--- config.mk ---
export PLATFORM = sky130hd
export DESIGN_NAME = vma_mem_req
export DESIGN_NICKNAME = d
export VERILOG_FILES = /design/src/rtl/vma_mem_req.sv
export SDC_FILE = /design/constraint.sdc
export NUM_CORES = 1
export LEC_CHECK = 0
export BUFFER_PORTS_ARGS = -buffer_cell sky130_fd_sc_hd__buf_2
export CAP_MARGIN = 30
export CORE_ASPECT_RATIO = 0.75
export CORE_MARGIN = 5
export CORE_UTILIZATION = 41
export CTS_CLUSTER_SIZE = 12
export DETAILED_ROUTE_END_ITERATION = 12
export PLACE_DENSITY_LB_ADDON = 0.08
export SLEW_MARGIN = 20
export SYNTH_ARGS = -nofsm -noshare
export SYNTH_HDL_FRONTEND = slang
export SYNTH_SLANG_ARGS = --single-unit
--- constraint.sdc ---
create_clock -name clk -period 1.7 [get_ports clk]
set_clock_uncertainty 0.1 [all_clocks]
set_input_delay 0.255 -clock clk [delete_from_list [all_inputs] [get_ports clk]]
set_output_delay 0.255 -clock clk [all_outputs]
set_load 0.1 [all_outputs]
--- src/rtl/vma_mem_req.sv ---
// vma_mem_req: memory-request sequencer fed by the VMA board.
// Each EBOX memory cycle (START pulse) becomes one of these:
//   - a fast-memory (AC) access,
//   - an MBOX request using the REQ/ACK/DONE handshake,
//   - an address-break trap,
//   - nothing, when neither READ nor WRITE is set.
// A cycle counter aborts an MBOX request that never completes. The abort sets
// the sticky NXM flag and still pulses MEM_DONE, so the EBOX never hangs.
// Ports:
//   clk, RESET_n        clock, async active-low reset
//   START/READ/WRITE    cycle request from MCL (sampled only when idle)
//   VMA/AC_REF/MATCH    latched address, AC decode, address-break compare
//   ABRK_RD/ABRK_WR     address-break enables
//   MB_REQ/ADDR/RD/WR   MBOX request, held stable until MB_ACK
//   MB_ACK/MB_DONE      MBOX handshake inputs
//   FM_SEL/FM_ADR       fast-memory strobe and AC number
//   BUSY/MEM_DONE       sequencer status, one-cycle completion pulse
//   ADR_BRK_TRAP/NXM    sticky error flags, cleared by CLR_ERR
module vma_mem_req #(
  parameter int ADDR_W  = 23,
  parameter int TIMEOUT = 64
) (
  input  logic              clk,
  input  logic              RESET_n,
  input  logic              START,
  input  logic              READ,
  input  logic              WRITE,
  input  logic [ADDR_W-1:0] VMA,
  input  logic              AC_REF,
  input  logic              MATCH,
  input  logic              ABRK_RD,
  input  logic              ABRK_WR,
  output logic              MB_REQ,
  output logic [ADDR_W-1:0] MB_ADDR,
  output logic              MB_RD,
  output logic              MB_WR,
  input  logic              MB_ACK,
  input  logic              MB_DONE,
  output logic              FM_SEL,
  output logic [3:0]        FM_ADR,
  output logic              BUSY,
  output logic              MEM_DONE,
  output logic              ADR_BRK_TRAP,
  output logic              NXM,
  input  logic              CLR_ERR
);

  localparam int CNT_W = $clog2(TIMEOUT + 1);
  localparam logic [CNT_W-1:0] CNT_EXP = CNT_W'(TIMEOUT - 1);
  localparam logic [CNT_W-1:0] CNT_MAX = CNT_W'(TIMEOUT);

  typedef enum logic [2:0] {S_IDLE, S_FM, S_REQ, S_WAIT, S_DONE} state_e;

  state_e              state_q, state_d;
  logic [CNT_W-1:0]    cnt_q, cnt_d;
  logic [ADDR_W-1:0]   addr_q, addr_d;
  logic                rd_q, rd_d, wr_q, wr_d;
  logic [3:0]          fm_adr_q, fm_adr_d;
  logic                trap_q, trap_d, nxm_q, nxm_d;
  logic                trap_set, nxm_set, expire, brk;

  // Expiry is judged on the current count, so the request is visible for
  // exactly TIMEOUT cycles before the abort takes effect.
  assign expire = (cnt_q == CNT_EXP);
  assign brk    = MATCH & ((READ & ABRK_RD) | (WRITE & ABRK_WR));

  always_comb begin
    state_d  = state_q;
    cnt_d    = cnt_q;
    addr_d   = addr_q;
    rd_d     = rd_q;
    wr_d     = wr_q;
    fm_adr_d = fm_adr_q;
    trap_set = 1'b0;
    nxm_set  = 1'b0;
    unique case (state_q)
      S_IDLE: begin
        if (START && (READ || WRITE)) begin
          addr_d   = VMA;
          rd_d     = READ;
          wr_d     = WRITE;
          fm_adr_d = VMA[3:0];
          if (brk) begin
            trap_set = 1'b1;
          end else if (AC_REF) begin
            state_d = S_FM;
          end else begin
            state_d = S_REQ;
            cnt_d   = '0;
          end
        end
      end
      S_FM: state_d = S_IDLE;
      S_REQ: begin
        if (cnt_q != CNT_MAX) cnt_d = cnt_q + 1'b1;
        // A completion in the expiry cycle wins over the timeout.
        if (MB_ACK && MB_DONE) begin
          state_d = S_DONE;
        end else if (expire) begin
          nxm_set = 1'b1;
          state_d = S_DONE;
        end else if (MB_ACK) begin
          state_d = S_WAIT;
        end
      end
      S_WAIT: begin
        if (cnt_q != CNT_MAX) cnt_d = cnt_q + 1'b1;
        if (MB_DONE) begin
          state_d = S_DONE;
        end else if (expire) begin
          nxm_set = 1'b1;
          state_d = S_DONE;
        end
      end
      S_DONE: begin
        state_d = S_IDLE;
        rd_d    = 1'b0;
        wr_d    = 1'b0;
      end
      default: state_d = S_IDLE;
    endcase
    // A flag being set in the same cycle as CLR_ERR stays set.
    trap_d = trap_set ? 1'b1 : (CLR_ERR ? 1'b0 : trap_q);
    nxm_d  = nxm_set  ? 1'b1 : (CLR_ERR ? 1'b0 : nxm_q);
  end

  always_ff @(posedge clk or negedge RESET_n) begin
    if (!RESET_n) begin
      state_q  <= S_IDLE;
      cnt_q    <= '0;
      addr_q   <= '0;
      rd_q     <= 1'b0;
      wr_q     <= 1'b0;
      fm_adr_q <= '0;
      trap_q   <= 1'b0;
      nxm_q    <= 1'b0;
    end else begin
      state_q  <= state_d;
      cnt_q    <= cnt_d;
      addr_q   <= addr_d;
      rd_q     <= rd_d;
      wr_q     <= wr_d;
      fm_adr_q <= fm_adr_d;
      trap_q   <= trap_d;
      nxm_q    <= nxm_d;
    end
  end

  // Strobes decode from registered state only.
  assign MB_REQ       = (state_q == S_REQ);
  assign FM_SEL       = (state_q == S_FM);
  assign MEM_DONE     = (state_q == S_FM) || (state_q == S_DONE);
  assign BUSY         = (state_q != S_IDLE);
  assign MB_ADDR      = addr_q;
  assign MB_RD        = rd_q;
  assign MB_WR        = wr_q;
  assign FM_ADR       = fm_adr_q;
  assign ADR_BRK_TRAP = trap_q;
  assign NXM          = nxm_q;

endmodule

==> results by group <==
Run status
  – Status: finished, final reports clean

Worst setup path
  – Slowest cell on crit path: dfrtp_2
  – Worst-path cell chain: nor3_4 -> inv_6 -> buf_4
  – CP startpoint kind: register
  – Delay-heaviest family, CP: flip-flops
  – WP data required: 1.34 ns
  – Worst path bufs/invs: 2
  – R2R cell count: 5
  – Critical Path Fanout Max: 3
  – Worst path depth: 3
  – Crit. End Element: output pin
  – CP max stage delay: 0.44 ns
  – Crit path kind: register to output pin
  – Critical path data arrival time: 1.31 ns
  – RR Startpoint: state_q[0]
  – Crit. Startpoint: state_q[0]

CTS
  – CTS tree: built
  – Root Buffer: clkbuf_8
  – Cts bufs inserted: 5
  – Worst skew pair latency: 0.28 ns
  – CTS Sinks: 37
  – Clock-pin slew on the worst setup and hold paths: 0.07 ns
  – Clock buffer depth: 2
  – H-tree levels: 2

Global routing
  – Grt total ovfl: 0
  – Largest net degree at the start of global routing: 38
  – M2 GR Usage: 27.1%
  – First-pass GRT wire length: 6800 um
  – GR peak layer: met2
  – Met3 usage: 5.60%
  – Overall Global Routing Usage: 15.5%
  – Vias in the first global route: 1,515
  – Initial antenna violation count: 0
  – Grt met1 use: 17.7%

Hold path
  – Hold/Removal Path Class: input port to register
  – Worst Min Path Start: VMA[3]
  – Hold path depth: 2

Floorplan
  – Die width: 84.7 um
  – Num ports: 70
  – Die area: 5600 sq um
  – # rows: 20
  – Initial Utilization: 42.4%
  – Die Y: 66.1 um
  – Core area: 4050 sq um

Yosys
  – Gate Count Post-Synth: 137
  – Yosys warns: 0
  – Seq cells post-synth: 37
  – Register area share after synthesis: 53.9%
  – Synthesized Nets: 174
  – Post-synth EDFFs: 0
  – Async set-reset flop share out of synthesis: 100%
  – Netlist cell types: 43
  – Mapped Area: 1720 sq um
  – Syn_area_per_cell: 12.5 sq um
  – Ys flop type: dfrtp_1

Flow run
  – Max-cap violations: 0

Detailed routing
  – DRC: 0
  – Initial drt markers: 69
  – Avg WL per Cell: 14.6 um
  – Drt first pass iters: 4
  – Routed Antenna Nets: 0
  – Vias per std cell: 5.00
  – Final wirelength: 3940 um
  – Vias post-DR: 1,356

Timing
  – Fmax: 599 MHz
  – Slew @ Worst Pin: 0.495 ns
  – Hold Violations, Final: 0
  – Crit path time final: 1.67 ns
  – Tcrit/Tclk final: 98.1%
  – Slew margin rel.: 67.2%
  – Max-slew violations: 0
  – RSZ-0062 raised after global routing: true
  – Setup violations, final: 0

Placed design
  – Placed Area: 2210 sq um
  – RePlAce Congestion: 0.818
  – PortBufs: 69
  – Detail Placement HPWL: 2980 um

Finish
  – Final Net Count: 253
  – Share of cells above drive strength 1: 50.9%
  – Antenna Cells: 0
  – # fillers: 347
  – Final Cell Area: 2400 sq um
  – Area growth syn-to-layout: 39.7%
[per-layer routing]
metal / wire length [um] / vias up
li1: - / 642
met1: 1680 / 665
met2: 1920 / 45
met3: 307 / 4
met4: 42 / 0
met5: 0 / -
[cells by family (layout without fill, tap and decap cells)]
logic type,Yosys count,after routing,share of synthesized area (%)
mux,23,23,15.1
fa+ha+maj,2,2,1.46
buf+inv,17,96,5.97
xor+xnor,3,3,1.53
compound gates,27,27,11.1
flops,37,37,53.9
simple gates,28,28,10.9
[Yosys cell counts, types with 2 or more instances]
cell     count  area share [%]
dfrtp_1     37              54
mux2_1      19              12
o21ai_0      9             2.6
buf_4        6             2.6
inv_1        6             1.3
nand3_1      5             1.5
mux2_2       4             2.6
nor2_1       4            0.87
a22o_1       3             1.5
nand2_1      3            0.66
xnor2_1      3             1.5
a22oi_1      2            0.87
and2_1       2            0.73
buf_6        2             1.3
ha_1         2             1.5
nor3b_1      2            0.87
nor4b_1      2             1.0
[stage by stage]
| step | util (%) | std cells | hold slack (ns) | setup WS (ns) | TNS, ns |
|---|---|---|---|---|---|
| floorplan | - | 137 | -0.141 | -0.0886 | -1.68 |
| global placement | 54.6 | 260 | 0.217 | 0.0805 | 0 |
| detailed placement | 54.6 | 260 | 0.234 | 0.0505 | 0 |
| CTS | 57.5 | 268 | 0.0740 | 0.00240 | 0 |
| global route | 59.2 | 271 | 0.0816 | -0.0319 | -0.441 |
| finish | 59.2 | 271 | 0.0870 | 0.0316 | 0 |
[cell type report]
cell class	instances	area, sq um	area share, %
Timing Repair Buffer	82	529	22.1
Clock buffer	7	86.3	3.60
Sequential cell	37	932	38.8
Tap cell	55	68.8	2.87
Inverter	7	31.3	1.30
Multi-Input combinational cell	83	752	31.3
[worst paths after layout]
path                               end  slack [ns]
max reg2reg                 MB_ADDR[0]        0.04
max in group asynchronous     cnt_q[2]        0.69
min reg2reg                MB_ADDR[15]        0.38
max                               BUSY        0.03
min in group asynchronous   MB_ADDR[8]        0.45
min                         MB_ADDR[3]        0.09
[timing repair]
| action | in CTS | in global routing |
|---|---|---|
| gates resized for setup | 6 | 10 |
| pin swaps | 0 | 1 |
| endpoints found under the hold margin | 37 | 0 |
| hold buffers | 1 | 0 |
| setup endpoints to repair | 3 | 31 |
| setup buffers | 0 | 3 |
[cells in the final DEF (no fill, tap or decap), types with 2 or more instances in the layout]
| master | netlist | final |
|---|---|---|
| nand2_1 | 3 | 3 |
| clkbuf_8 | 0 | 6 |
| and2_1 | 2 | 2 |
| nor2_1 | 4 | 2 |
| dfrtp_1 | 37 | 32 |
| buf_4 | 6 | 8 |
| a22o_1 | 3 | 3 |
| nor2_4 | 1 | 3 |
| buf_6 | 2 | 3 |
| buf_2 | 1 | 65 |
| inv_1 | 6 | 5 |
| mux2_1 | 19 | 18 |
| mux2_2 | 4 | 4 |
| xnor2_1 | 3 | 2 |
| nor4b_1 | 2 | 2 |
| dfrtp_2 | 0 | 5 |
| a22oi_1 | 2 | 2 |
| o21ai_0 | 9 | 9 |
| buf_12 | 0 | 5 |
| nand3_1 | 5 | 5 |
[sequential cells by signal, summed over array words and instances, names as in the netlist]
name and count:
MB_ADDR 23, cnt_q 7, ADR_BRK_TRAP 1, NXM 1, state_q 3, MB_WR 1, MB_RD 1
[worst register-to-register path: cells and delay by family, from the launching register on]
kind	cells	cell delay [ns]
DFF	1	0.44
and+or+nand+nor	2	0.40
muxes	1	0.36
buffers and inverters	2	0.24
Power is left out: the tool's default activity adds up to more than one toggle a clock period on the data nets, which glitch-free logic cannot reach.
